`config.mk`:
```
export PLATFORM = sky130hd
export DESIGN_NAME = bcd_count_ctrl
export DESIGN_NICKNAME = d
export VERILOG_FILES = /design/src/rtl/bcd_count_ctrl.sv
export SDC_FILE = /design/constraint.sdc
export NUM_CORES = 1
export LEC_CHECK = 0
export BUFFER_PORTS_ARGS = -buffer_cell sky130_fd_sc_hd__buf_2
export CAP_MARGIN = 20
export CORE_ASPECT_RATIO = 1.1
export CORE_MARGIN = 5
export CORE_UTILIZATION = 36
export DETAILED_ROUTE_END_ITERATION = 7
export PLACE_DENSITY_LB_ADDON = 0.1
export SYNTH_ARGS = -nofsm -noshare
export SYNTH_HDL_FRONTEND = slang
export SYNTH_SLANG_ARGS = --single-unit
```
`constraint.sdc`:
```
create_clock -name clk_50MHz -period 3.2 [get_ports clk_50MHz]
set_input_delay 0.16 -clock clk_50MHz [delete_from_list [all_inputs] [get_ports clk_50MHz]]
set_output_delay 0.16 -clock clk_50MHz [all_outputs]
set_load 0.005 [all_outputs]
```
`src/rtl/bcd_count_ctrl.sv`:
```
// bcd_count_ctrl: run/pause/clear controller for the two-digit packed-BCD counter
// shown on the seg7 display. Raw buttons are synchronized and debounced, clk_50MHz
// is divided into a count tick, and a three-state FSM gates the up/down count.
module bcd_count_ctrl #(
    parameter int TICK_DIV   = 50_000_000,
    parameter int DEB_CYCLES = 1_000_000
) (
    input  logic       clk_50MHz,
    input  logic       reset,
    input  logic       btn_start,
    input  logic       btn_stop,
    input  logic       btn_clear,
    input  logic       up_down,
    output logic [7:0] count,
    output logic       running,
    output logic       wrap
);

    // Debounce counter only has to reach DEB_CYCLES-1; keep at least one bit.
    localparam int DEB_W = (DEB_CYCLES > 1) ? $clog2(DEB_CYCLES) : 1;
    localparam int PRE_W = $clog2(TICK_DIV);
    localparam logic [DEB_W-1:0] DEB_LAST  = DEB_W'(DEB_CYCLES - 1);
    localparam logic [PRE_W-1:0] TICK_LAST = PRE_W'(TICK_DIV - 1);

    // Bit positions inside the conditioned input vector.
    localparam int BTN_START = 0;
    localparam int BTN_STOP  = 1;
    localparam int BTN_CLEAR = 2;
    localparam int SW_DIR    = 3;

    typedef enum logic [1:0] {
        IDLE  = 2'd0,
        RUN   = 2'd1,
        PAUSE = 2'd2
    } state_t;

    logic [3:0]       raw_in;
    logic [3:0]       sync1_reg;
    logic [3:0]       sync2_reg;
    logic [2:0]       press;

    state_t           state_reg;
    state_t           state_next;
    logic [PRE_W-1:0] presc_reg;
    logic [PRE_W-1:0] presc_next;
    logic [7:0]       count_reg;
    logic [7:0]       count_next;
    logic             wrap_reg;
    logic             wrap_next;
    logic             running_reg;
    logic             tick;
    logic [3:0]       ones;
    logic [3:0]       tens;

    assign raw_in = {up_down, btn_clear, btn_stop, btn_start};

    // Two-flop synchronizer for every raw asynchronous input.
    always_ff @(posedge clk_50MHz or posedge reset) begin
        if (reset) begin
            sync1_reg <= '0;
            sync2_reg <= '0;
        end else begin
            sync1_reg <= raw_in;
            sync2_reg <= sync1_reg;
        end
    end

    // One debouncer per push-button; the direction switch is only synchronized.
    genvar gi;
    generate
        for (gi = 0; gi < 3; gi++) begin : g_deb
            logic [DEB_W-1:0] deb_cnt_reg;
            logic             deb_level_reg;
            logic             press_reg;

            // Accept a new level once it has disagreed for DEB_CYCLES cycles; pulse on 0->1.
            always_ff @(posedge clk_50MHz or posedge reset) begin
                if (reset) begin
                    deb_cnt_reg   <= '0;
                    deb_level_reg <= 1'b0;
                    press_reg     <= 1'b0;
                end else begin
                    press_reg <= 1'b0;
                    if (sync2_reg[gi] == deb_level_reg) begin
                        deb_cnt_reg <= '0;
                    end else if (deb_cnt_reg == DEB_LAST) begin
                        deb_cnt_reg   <= '0;
                        deb_level_reg <= sync2_reg[gi];
                        press_reg     <= sync2_reg[gi];
                    end else begin
                        deb_cnt_reg <= deb_cnt_reg + 1'b1;
                    end
                end
            end

            assign press[gi] = press_reg;
        end
    endgenerate

    assign tick = (state_reg == RUN) && (presc_reg == TICK_LAST);
    assign ones = count_reg[3:0];
    assign tens = count_reg[7:4];

    // Next state, prescaler and BCD step; clear outranks stop, stop outranks start.
    always_comb begin
        state_next = state_reg;
        count_next = count_reg;
        wrap_next  = 1'b0;

        if (press[BTN_CLEAR]) begin
            state_next = IDLE;
        end else if (press[BTN_STOP]) begin
            if (state_reg == RUN) begin
                state_next = PAUSE;
            end
        end else if (press[BTN_START]) begin
            state_next = RUN;
        end

        // A stop landing on a tick still applies the step; a clear wins outright.
        if (press[BTN_CLEAR]) begin
            count_next = 8'h00;
        end else if (tick) begin
            if (sync2_reg[SW_DIR]) begin
                if (ones == 4'd9) begin
                    if (tens == 4'd9) begin
                        count_next = 8'h00;
                        wrap_next  = 1'b1;
                    end else begin
                        count_next = {tens + 4'd1, 4'd0};
                    end
                end else begin
                    count_next = {tens, ones + 4'd1};
                end
            end else begin
                if (ones == 4'd0) begin
                    if (tens == 4'd0) begin
                        count_next = 8'h99;
                        wrap_next  = 1'b1;
                    end else begin
                        count_next = {tens - 4'd1, 4'd9};
                    end
                end else begin
                    count_next = {tens, ones - 4'd1};
                end
            end
        end

        // Prescaler only advances while staying in RUN, so a pause drops the partial interval.
        if ((state_reg == RUN) && (state_next == RUN) && !tick) begin
            presc_next = presc_reg + 1'b1;
        end else begin
            presc_next = '0;
        end
    end

    // State, prescaler and output registers.
    always_ff @(posedge clk_50MHz or posedge reset) begin
        if (reset) begin
            state_reg   <= IDLE;
            presc_reg   <= '0;
            count_reg   <= 8'h00;
            wrap_reg    <= 1'b0;
            running_reg <= 1'b0;
        end else begin
            state_reg   <= state_next;
            presc_reg   <= presc_next;
            count_reg   <= count_next;
            wrap_reg    <= wrap_next;
            running_reg <= (state_next == RUN);
        end
    end

    assign count   = count_reg;
    assign wrap    = wrap_reg;
    assign running = running_reg;

endmodule

```
-- Yosys cells after proc, flatten, opt, wreduce, memory -nomap -nowiden
Index checks and enable logic that the tools add are counted.
- register bits after elaboration: 112
- latch bits: 0
- bits in writable memories: 0
- memory bits (read-only): 0
- input bits: 6
- output and inout bits: 10
- word-level logic and storage cells: 83
- memories kept: 0
- $add $sub $neg: 8
- multipliers: 0
- divide/modulo/power cells: 0
- order comparisons: 0
- equal/unequal tests: 12
- shifts and indexed selects: 0
- multiplexer cells: 31
- bitwise operators: 3
- reductions and logical operators: 12
- operators by type and width (cell ; number):
    2-to-1 mux 20 bit ; 6
    adder 20 x 1 -> 20 bit (second input constant) ; 3
    equality test 20 bit (second input constant) ; 3
    2-to-1 mux 8 bit ; 7
    adder 26 x 1 -> 26 bit (second input constant) ; 1
    equality test 26 bit (second input constant) ; 1
    2-to-1 mux 26 bit ; 1
    2-to-1 mux 1 bit ; 13
    adder 4 x 1 -> 4 bit (second input constant) ; 2
    equality test 4 bit (second input constant) ; 2
    zero test 4 bit ; 2
    2-to-1 mux 2 bit ; 4
    subtractor 4 x 1 -> 4 bit (second input constant) ; 2
    AND reduction 2 bit ; 3
    equality test 2 x 1 -> 1 bit (second input constant) ; 2
    equality test 1 bit ; 3
    logical AND 1 bit ; 3
    != test 3 x 1 -> 1 bit (second input constant) ; 1
    NOT 1 bit ; 3
    AND reduction 3 bit ; 1
    nonzero test 3 bit ; 1
    nonzero test 2 bit ; 1
    zero test 1 bit ; 1

-- Logic depth before layout (Yosys ltp)
Gate-level depths: netlist of the first run.
- depth after elaboration: 8
- depth in mapped cells: 8

-- Worst setup path before layout of the first run
Ideal clock, no wire load.
- kind: reg-to-reg
- start: register g_deb[1].deb_cnt_reg[0]
- end: register g_deb[1].deb_cnt_reg[10]
- library setup time: 132 ps
- data arrival time: 1845 ps
- data required time: 3068 ps
- slack: 1223 ps
- stages on the path, launching flop included: 8
- path buffers: 1
- period minus slack after synthesis: 1977 ps
- path through: dfrtp_1 -> ha_1 -> and3_1 -> nand3_1 -> or3_1 -> nand2_1 -> clkbuf_1 -> nor2_1
- word-level cells in the longest chain between the ends: 3
- elaborated cells between the ends (all ways): 4
- those cells by class: 1 x add/sub; 1 x eq/ne; 2 x mux
- ends and longest elaborated chain (element ; RTL line ; RTL):
    start: declaration ; 72 ; logic [DEB_W-1:0] deb_cnt_reg;
    start signal: assignment ; 91 ; deb_cnt_reg <= deb_cnt_reg + 1'b1;
    adder 20 x 1 -> 20 bit / equality test 20 bit (equally long branches) ; 91, 86 ;
    2-to-1 mux 20 bit * ; 86 ; end else if (deb_cnt_reg == DEB_LAST) begin
    2-to-1 mux 20 bit * ; 84 ; if (sync2_reg[gi] == deb_level_reg) begin
Every way passes the cells marked *; elsewhere a longest branch is shown, timed or not.
A chain may end at the register's enable or synchronous reset.

-- Worst setup path after layout of the first run
- start: register presc_reg[9]
- end: register presc_reg[5]
- word-level cells in the longest chain between the ends: 5
- ends and longest elaborated chain (element ; RTL line ; RTL):
    start: declaration ; 44 ; logic [PRE_W-1:0] presc_reg;
    start signal: assignment ; 167 ; presc_reg <= presc_next;
    equality test 26 bit ; 100 ; assign tick = (state_reg == RUN) && (presc_reg == TICK_LAST);
    logical AND 1 bit ; 100 ;
    zero test 1 bit ; 150 ; if ((state_reg == RUN) && (state_next == RUN) && !tick) begin
    logical AND 1 bit ; 150 ;
    2-to-1 mux 26 bit ; 150 ;
    via presc_next[5] ; 45 ; logic [PRE_W-1:0] presc_next;
The timed path passes the listed nets, and every way through them passes these cells.

==> results.tsv, run 1 <==
metric	value	unit
maxSlewHeadroom	38.4	%
largest_reg_flops	60	
fin_nets	586	
die_area	17700	sq um
ys_seq_area_share	51.4	%
grt_max_degree	56	
port_buffers	15	
max_stage_delay	0.58	ns
root_buffer	clkbuf_16	
cap_violations	0	
yosys_warnings	0	
die_y	139	um
slowest_stage	or4b_4	
ir_drop	0.000235	V
numCtsBuffers	9	
worst_ep_required_time	3.41	ns
timing.final.ws_setup	0.853	ns
num-fill-cells	1519	
crit_chain	or4b_4 > nor4_4 > nand3_2 > nand2b_1 > nor2_1	
clkLatencyLatePin	0.35	ns
outcome	finished, final reports clean	
dp_hpwl	7.43	mm
total_power	2.56	mW
ant_nets	0	
ys_seq_elements	112	
syn-cell-area	5450	sq um
p_leak	2.56	nW
fin_crit_sh	73.3	%
finalMaxSlewViolations	0	
multi_input_area	2550	sq um
dr_total_vias	3952	
worstMarginPinSlew	0.916	ns
first_global_vias	3975	
syn-num-nets	565	
drt_iter0_drc	216	
rsz0062_at_grt	false	
drc	0	
synth_area_leaders	dfrtp_1 (51%), xor2_1 (8.5%), nor2_1 (7.6%), xnor2_1 (4.0%), nand3_1 (3.3%)	
totalWireLength	10.9	mm
ys.flop_type	dfrtp_1	
cts_tree	built	
critPathMaxFanout	17	
start_util	36.5	%
area_delta_synth_final	11.0	%
cts_sinks	112	
ctsHtreeMaxLevel	3	
critPathLaunchType	register	
critPathArrivalTime	2.55	ns
num_rows	47	
yosysTopAreaCellShare	51.4	%
finalHoldViolations	0	
ys_types	50	
critPathKind	register to register	
synth_edf_count	0	
grt_antenna_before_repair	0	
ioPinCount	16	
num_antenna_cells	0	
end_kind	register	
synth-async-reset-ratio	100	%
dp_slack	0.841	ns
max_freq	0.426	GHz
fin_crit	2.35	ns
synth_cells	551	
grt.overflow.total	0	
p_per_area	423	nW/um^2
netlist.top_cell.by_area	dfrtp_1	
regArea	2800	sq um
clk_pin_slew	0.07	ns
synth_common_cells	dfrtp_1 (112), nor2_1 (110), xor2_1 (53), nand2_1 (37), nand3_1 (36)	
die_x	127	um
core_region_area	14900	sq um
clockBufferDepth	2	
yosys.cell_count.top_type	dfrtp_1	
grt_usage	12.9	%
firstDrtPassIters	6	
finClkSkew	0.00808	ns
setup_viol	0	
drive_above_1_share	8.70	%
syn_avg_cell_area	9.89	sq um
gp_congestion	0.854	
finalSetupTns	0	ns
grt_pass1_wl	18.9	mm
via_per_inst	5.13	
wl_per_cell	14.2	um
cts.repair.resized	0	
min-delay-path-class	register to register	
cts_setup_buffers	0	
==> path summary, 6_finish.rpt <==
| path | startpoint | endpoint | slack (ns) | cells after the start |
|---|---|---|---|---|
| setup / recovery | presc_reg[9] | presc_reg[5] | 0.85 | 5 |
| hold / removal | sync1_reg[1] | sync2_reg[1] | 0.35 | 0 |
| setup reg to reg | presc_reg[9] | presc_reg[5] | 0.85 | 5 |
| hold reg to reg | sync1_reg[1] | sync2_reg[1] | 0.35 | 0 |
| max in group asynchronous | reset | g_deb[0].deb_cnt_reg[15] | 1.97 | 4 |
| min in group asynchronous | reset | g_deb[0].deb_cnt_reg[16] | 0.47 | 3 |
==> area by class of cell <==
| cell class | count | area share (%) |
|---|---|---|
| Multi-Input combinational cell | 416 | 42.1 |
| Clock buffer | 10 | 3.95 |
| Timing Repair Buffer | 24 | 2.56 |
| Sequential cell | 112 | 46.3 |
| Clock inverter | 4 | 0.372 |
| Inverter | 9 | 0.600 |
| Tap cell | 196 | 4.05 |
==> metal layers <==
metal | wire length [um] | part of all wire [%] | vias to the layer above | GRT usage [%]
li1 | - | - | 1947 | -
met1 | 5180 | 47 | 1938 | 17.1
met2 | 5210 | 48 | 55 | 21.3
met3 | 314 | 2.9 | 12 | 1.93
met4 | 221 | 2.0 | 0 | 5.19
met5 | 0 | 0 | - | 0
==> report_power, final <==
part,total (mW),switching (mW),leakage [nW],internal [mW]
sequential,1.44,0.0139,1.54,1.43
combinational,0.0742,0.0523,0.892,0.0219
clock,1.04,0.504,0.130,0.537
total,2.56,0.570,2.56,1.99
==> repair_timing <==
item,CTS,global route
hold endpoints to repair,56,0
hold buffers,5,0
setup endpoints to repair,0,0
==> worst max-delay path, delay by kind of cell (launching register included) <==
kind	cells	cell delay (ns)
flip-flops	1	0.42
AND/OR/NAND/NOR	5	1.77
==> through the flow <==
| step | hold WS, ns | util, % | instance area (sq um) | std cells |
|---|---|---|---|---|
| floorplan | 0.191 | - | 5450 | 551 |
| global placement | 0.268 | 38.4 | 5740 | 752 |
| detailed placement | 0.269 | 38.4 | 5740 | 752 |
| CTS | 0.353 | 40.5 | 6050 | 771 |
| global route | 0.367 | 40.5 | 6050 | 771 |
| finish | 0.351 | 40.5 | 6050 | 771 |
==> cell usage in the layout (no fill, tap or decap), drive strengths merged, types with 10 or more instances in the layout <==
master,Yosys,final
dfrtp,112,112
nor2,110,110
xor2,53,53
nand2,37,37
nand3,37,37
xnor2,25,25
nand4,21,21
buf,7,19
and3,13,13
a21oi,11,11
nor3,11,11
nor4,11,11
clkbuf,7,10
==> cells by family after synthesis <==
| family | Yosys count | share of synthesized area [%] |
|---|---|---|
| XOR/XNOR | 78 | 12.5 |
| flip-flops | 112 | 51.4 |
| multiplexers | 5 | 0.987 |
| adder cells (fa/ha/maj) | 8 | 1.84 |
| AO/OA/AOI/OAI | 39 | 4.82 |
| AND/OR/NAND/NOR | 286 | 26.6 |
| buffers and inverters | 23 | 1.79 |
Note: power is estimated with default switching activity, not from simulation.
==> run 2: changes to the inputs <==
- ABC_AREA: unset -> 1
- clock period: 3.2 -> 2.3 ns (I/O delays scaled with it)
==> run 2 against run 1 <==
  * Clock skew up 0.0021 ns
  * Hold slack worse by 0.13 ns
  * Critical path depth up 3
  * Total power up 45%
  * Via count up 24%
  * Combinational power up 60%
==> results.tsv, run 2 <==
metric	value	unit	change
p_leak	2.92	nW	was 2.56 nW
cap_violations	0		unchanged
yosys.cell_count.top_type	nor2_1		was dfrtp_1
die_y	146	um	was 139 um
maxSlewHeadroom	64.4	%	was 38.4%
cts_tree	built		unchanged
synth_area_leaders	dfrtp_1 (46%), nor2_1 (11%), nand2_1 (11%), inv_1 (5.2%), nand3_1 (4.6%)		was dfrtp_1 (51%), xor2_1 (8.5%), nor2_1 (7.6%), xnor2_1 (4.0%), nand3_1 (3.3%)
ys_seq_area_share	46.1	%	was 51.4%
synth_edf_count	0		unchanged
port_buffers	15		unchanged
setup_viol	0		unchanged
dp_slack	0.561	ns	was 0.841 ns
ys_seq_elements	112		unchanged
syn-cell-area	6080	sq um	was 5450 sq um
clk_pin_slew	0.07	ns	about the same
worst_r2r_path_depth	8		was 5
num_antenna_cells	0		unchanged
rsz0062_at_grt	false		unchanged
grt.overflow.total	0		unchanged
worst-path-buf-inv	1		was 0
worst_ep_required_time	2.54	ns	was 3.41 ns
max_freq	0.572	GHz	was 0.426 GHz
via_per_inst	4.73		was 5.13
syn-num-nets	814		was 565
ys_types	29		was 50
finalHoldViolations	0		unchanged
pwr-share-clk	42.9	%	was 40.7%
clkLatencyLatePin	0.36	ns	was 0.35 ns
cts_sinks	112		unchanged
root_buffer	clkbuf_16		unchanged
gp_congestion	0.898		was 0.854
critPathArrivalTime	1.99	ns	was 2.55 ns
wl_per_cell	12.3	um	was 14.2 um
largest_reg_flops	60		unchanged
ioPinCount	16		unchanged
dr_total_vias	4909		was 3952
timing.final.ws_setup	0.552	ns	was 0.853 ns
dp_hpwl	9.55	mm	was 7.43 mm
synth_cells	800		was 551
final_core_util	40.9	%	was 40.5%
ant_nets	0		unchanged
ys.flop_type	dfrtp_1		unchanged
totalWireLength	12.7	mm	was 10.9 mm
grt_usage	13.7	%	was 12.9%
finalMaxSlewViolations	0		unchanged
swShare	21.8	%	was 22.3%
drc	0		unchanged
seqPwrFrac	53.9	%	was 56.4%
synth-async-reset-ratio	100	%	unchanged
area_delta_synth_final	11.0	%	about the same
numCtsBuffers	9		unchanged
slowest_stage	dfrtp_1		was or4b_4
core_region_area	16500	sq um	was 14900 sq um
p_int	2.90	mW	was 1.99 mW
drive_above_1_share	7.91	%	was 8.70%
path_depth	8		was 5
hold_ws	0.223	ns	was 0.351 ns
outcome	finished, final reports clean		unchanged
layout_commonest_cell	nor2_1		was dfrtp_1
grt_pass1_wl	22.4	mm	was 18.9 mm
finClkSkew	0.0102	ns	was 0.00808 ns
max_stage_delay	0.37	ns	was 0.58 ns
die_area	19600	sq um	was 17700 sq um
synth_common_cells	nor2_1 (185), nand2_1 (184), dfrtp_1 (112), inv_1 (85), nand3_1 (56)		was dfrtp_1 (112), nor2_1 (110), xor2_1 (53), nand2_1 (37), nand3_1 (36)
final_cell_count_no_fill	1038		was 771
switching_power	811	uW	was 570 uW
clockBufferDepth	2		unchanged
p_per_area	550	nW/um^2	was 423 nW/um^2
cts.repair.resized	0		unchanged
die_x	134	um	was 127 um
ctsHtreeMaxLevel	3		unchanged
min-delay-path-class	primary input to asynchronous set/reset pin		was register to register
firstDrtPassIters	4		was 6
num_rows	49		was 47
critPathMaxFanout	9		was 17
fin_crit_sh	76.0	%	was 73.3%
drt_iter0_drc	252		was 216
syn_avg_cell_area	7.60	sq um	was 9.89 sq um
yosysTopAreaCellShare	46.1	%	was 51.4%
start_util	36.9	%	was 36.5%
ir_drop	0.000361	V	was 0.000235 V
finalSetupTns	0	ns	unchanged
critPathLaunchType	register		unchanged
fin_crit	1.75	ns	was 2.35 ns
grt_antenna_before_repair	0		unchanged
grt_max_degree	78		was 56
critPathTopFamily	simple AND/OR/NAND/NOR gates		unchanged
yosys_warnings	0		unchanged
placed_cells	1017		was 752
netlist.top_cell.by_area	dfrtp_1		unchanged
critPathKind	register to register		unchanged
end_kind	register		unchanged
crit_chain	ha_1 > nand3_1 > nor3_2 > nand3_1 > nand2_1 > inv_1 > nand2_1 > nor2_1		was or4b_4 > nor4_4 > nand3_2 > nand2b_1 > nor2_1
pwr-share-comb	3.2	%	was 2.9%
first_global_vias	4726		was 3975
worstMarginPinSlew	0.532	ns	was 0.916 ns
fin_nets	843		was 586
final_cell_mix	nor2_1 (185), nand2_1 (184), dfrtp_1 (112)		was dfrtp_1 (112), nor2_1 (110), xor2_1 (53)
## run 2: changes by cell type after synthesis, moves of 9 or more
cell,change
and3_1,-13
inv_1,+76
nand2_1,+147
nand2_2,+12
nand3_1,+20
nor2_1,+75
nor3_1,+16
nor4_1,-9
xor2_1,-24
## run 2: worst reg2reg max path, cell delays in order (launching register included)
cell	delay (ns)
dfrtp_1	0.37
ha_1	0.19
nand3_1	0.15
nor3_2	0.21
nand3_1	0.15
nand2_1	0.31
inv_1	0.13
nand2_1	0.08
nor2_1	0.04
## run 2: final timing paths
path / slack [ns] / start / endpoint
hold reg to reg: 0.35 / sync1_reg[2] / sync2_reg[2]
setup reg to reg: 0.55 / g_deb[2].deb_cnt_reg[0] / g_deb[2].deb_cnt_reg[17]
max in group asynchronous: 1.44 / reset / g_deb[2].deb_cnt_reg[19]
setup / recovery: 0.55 / g_deb[2].deb_cnt_reg[0] / g_deb[2].deb_cnt_reg[17]
hold / removal: 0.22 / reset / presc_reg[18]
min in group clk_50MHz: 0.35 / sync1_reg[2] / sync2_reg[2]
## run 2: logic make-up (layout without fill, tap and decap cells)
logic type | count (synthesis) | in the layout | share of synthesized area, %
simple gates | 504 | 504 | 36.0
flops | 112 | 112 | 46.1
xor+xnor | 46 | 46 | 6.62
buf+inv | 91 | 125 | 6.07
fa+ha+maj | 8 | 8 | 1.65
compound gates | 39 | 39 | 3.54
## run 2: timing repair
item / in CTS / in global routing
hold buffers: 5 / 0
buffers inserted: 0 / 0
hold endpoints to repair: 9 / 0
## run 2: metal layers
layer / track usage [%] / vias to the layer above / part of all wire (%)
li1: - / 2567 / -
met1: 19.2 / 2284 / 50
met2: 21.6 / 41 / 46
met3: 2.51 / 17 / 2.2
met4: 4.42 / 0 / 1.8
met5: 0 / - / 0
## run 2: cell type report
type,count,area [sq um]
sequential,112,2800
fill,1660,9740
multi-input combinational,597,2910
tap,204,255
timing repair buffer,23,160
clock buffer,12,246
clock inverter,4,51.3
inverter,86,327
## run 2: per-stage QoR
step / area, sq um / power [mW]
after floorplan: 6090 / 2.12
after global placement: 6400 / 2.16
after detailed placement: 6400 / 2.16
after CTS: 6750 / 3.79
after global routing: 6750 / 3.88
final: 6750 / 3.71
## run 2: power groups by stage
stage	registers, mW	logic (mW)	clock network [mW]
global route	2.00	0.142	1.74
CTS	2.00	0.126	1.66
finish	2.00	0.119	1.59
detailed placement	2.04	0.118	0
global placement	2.04	0.117	0
floorplan	2.04	0.0807	0
==> run 3: changes to the inputs <==
- clock period: 2.3 -> 1.4 ns (I/O delays scaled with it)
==> run 3 against run 2 <==
  * The run now ends with setup timing left
  * Routed wire length rose by 17%
  * Via count grew 11%
  * Clock power is 64% higher
  * Die area did not move
  * First-iteration DRC count is 7.9% lower
  * Final cell count increased by 9.2%
  * Critical endpoint is now presc_reg[11]
  * Highest routed layer unchanged
==> results.tsv, run 3 (same netlist as run 2, synthesis figures left out) <==
metric	value	unit	change
outcome	finished, violations left		was finished, final reports clean
ctsHtreeMaxLevel	3		unchanged
crit_chain	buf_4 > nand3_2 > inv_1 > nand4_1 > xor2_1 > nor2_4		was ha_1 > nand3_1 > nor3_2 > nand3_1 > nand2_1 > inv_1 > nand2_1 > nor2_1
fin_crit	1.49	ns	was 1.75 ns
route.met2.wl	7.56	mm	was 5.91 mm
wl_per_cell	13.2	um	was 12.3 um
die_area	19600	sq um	unchanged
timing.final.ws_setup	-0.0853	ns	was 0.552 ns
final_cell_mix	nand2_1 (159), nor2_1 (127), dfrtp_1 (103)		was nor2_1 (185), nand2_1 (184), dfrtp_1 (112)
num_antenna_cells	0		unchanged
grt.overflow.total	0		unchanged
drc	0		unchanged
grt_antenna_before_repair	0		unchanged
r2r-end	presc_reg[11]		was g_deb[2].deb_cnt_reg[17]
placed_cells	1085		was 1017
end_kind	register		unchanged
slowest_stage	dfrtp_1		unchanged
final_cell_count_no_fill	1133		was 1038
critPathArrivalTime	1.72	ns	was 1.99 ns
worstMarginPinSlew	0.446	ns	was 0.532 ns
rsz0062_at_grt	true		was false
gp_congestion	0.859		was 0.898
die_x	134	um	unchanged
met3_wirelength	246	um	was 281 um
clk_pin_slew	0.07	ns	about the same
p_leak	3.61	nW	was 2.92 nW
clkLatencyLatePin	0.35	ns	was 0.36 ns
first_global_vias	5239		was 4726
dp_hpwl	10.5	mm	was 9.55 mm
fin_nets	938		was 843
holdPathStages	0		
numCtsBuffers	9		unchanged
hold_ws	0.356	ns	was 0.223 ns
critPathLaunchType	register		unchanged
grt_usage	15.0	%	was 13.7%
routed.top_layer	met4		unchanged
violations	setup timing		
setup_viol	45		was 0
num_rows	49		unchanged
fin_crit_sh	106	%	was 76.0%
port_buffers	15		unchanged
grt_pass1_wl	24.6	mm	was 22.4 mm
max_freq	0.673	GHz	was 0.572 GHz
drt_iter0_drc	232		was 252
hp-start	sync1_reg[3]		
cts_tree	built		unchanged
worst_r2r_path_depth	6		was 8
clockBufferDepth	2		unchanged
drive_above_1_share	33.0	%	was 7.91%
finalHoldViolations	0		unchanged
final_core_util	50.2	%	was 40.9%
finalSetupTns	-2.16	ns	was 0 ns
maxSlewHeadroom	70.3	%	was 64.4%
area_delta_synth_final	36.1	%	was 11.0%
cts_sinks	112		unchanged
dr_total_vias	5444		was 4909
max_stage_delay	0.39	ns	was 0.37 ns
firstDrtPassIters	5		was 4
r2r_start	presc_reg[0]		was g_deb[2].deb_cnt_reg[0]
min-delay-path-class	register to register		was primary input to asynchronous set/reset pin
finalMaxSlewViolations	0		unchanged
cap_violations	0		unchanged
layout_commonest_cell	nand2_1		was nor2_1
grt_max_degree	36		was 78
min_to	sync2_reg[3]		
worst-r2r-setup-slack	-0.09	ns	was 0.55 ns
largest_reg_flops	60		unchanged
finClkSkew	0.00790	ns	was 0.0102 ns
root_buffer	clkbuf_16		unchanged
start_util	36.9	%	unchanged
totalWireLength	14.9	mm	was 12.7 mm
ant_nets	0		unchanged
core_region_area	16500	sq um	unchanged
critPathMaxFanout	4		was 9
ioPinCount	16		unchanged
critPathKind	register to register		unchanged
via_per_inst	4.80		was 4.73
wl_met1	6.90	mm	was 6.33 mm
dp_slack	-0.106	ns	was 0.561 ns
die_y	146	um	unchanged
ir_drop	0.000567	V	was 0.000361 V
worst_ep_required_time	1.63	ns	was 2.54 ns
p_per_area	748	nW/um^2	was 550 nW/um^2
==> run 3: worst max path at each step <==
stage | start | to | slack (ns) | cells after the start
3_3_place_gp | g_deb[1].deb_cnt_reg[0] | g_deb[1].deb_cnt_reg[14] | -0.06 | 8
5_1_grt | presc_reg[8] | presc_reg[5] | -0.15 | 9
6_report | presc_reg[0] | presc_reg[11] | -0.09 | 6
3_5_place_dp | presc_reg[0] | count[2] | -0.11 | 10
4_1_cts | presc_reg[1] | count[7] | -0.04 | 10
2_1_floorplan | reset | count[0] | -0.03 | 1
==> run 3: power by group <==
part | switching [mW] | internal [mW]
sequential | 0.0304 | 3.26
clock | 1.20 | 1.40
combinational | 0.180 | 0.118
==> run 3: metrics by stage <==
step	power (mW)	cell area (sq um)
detailed placement	3.58	6920
global route	6.49	8280
finish	6.19	8280
CTS	6.25	7510
global placement	3.57	6920
floorplan	3.48	6090
==> run 3: what timing repair did <==
action | 4_1_cts | 5_1_grt
pin swaps | 21 | 58
cloned | 1 | 2
setup endpoints to repair | 70 | 88
setup buffers | 7 | 20
hold endpoints to repair | 116 | 0
hold buffers | 5 | 0
resized for setup | 42 | 172
==> run 3: layout make-up <==
cell class                 count  area, sq um
fill                        1572         8220
timing repair buffer         118          981
sequential                   112         2810
tap                          204          255
multi-input combinational    597         3600
clock inverter                 6         67.6
inverter                      86          334
clock buffer                  10          229
==> run 3: per-layer routing <==
metal	up-vias	track usage [%]
li1	2769	-
met5	-	0
met3	16	2.10
met1	2612	20.3
met2	47	24.8
met4	0	5.04
==> run 3: worst max-delay path, delay by kind of cell, from the launching register on <==
| family | cells | cell delay (ns) |
|---|---|---|
| AND/OR/NAND/NOR | 3 | 0.41 |
| flip-flops | 1 | 0.39 |
| buffers and inverters | 2 | 0.28 |
| XOR/XNOR | 1 | 0.28 |
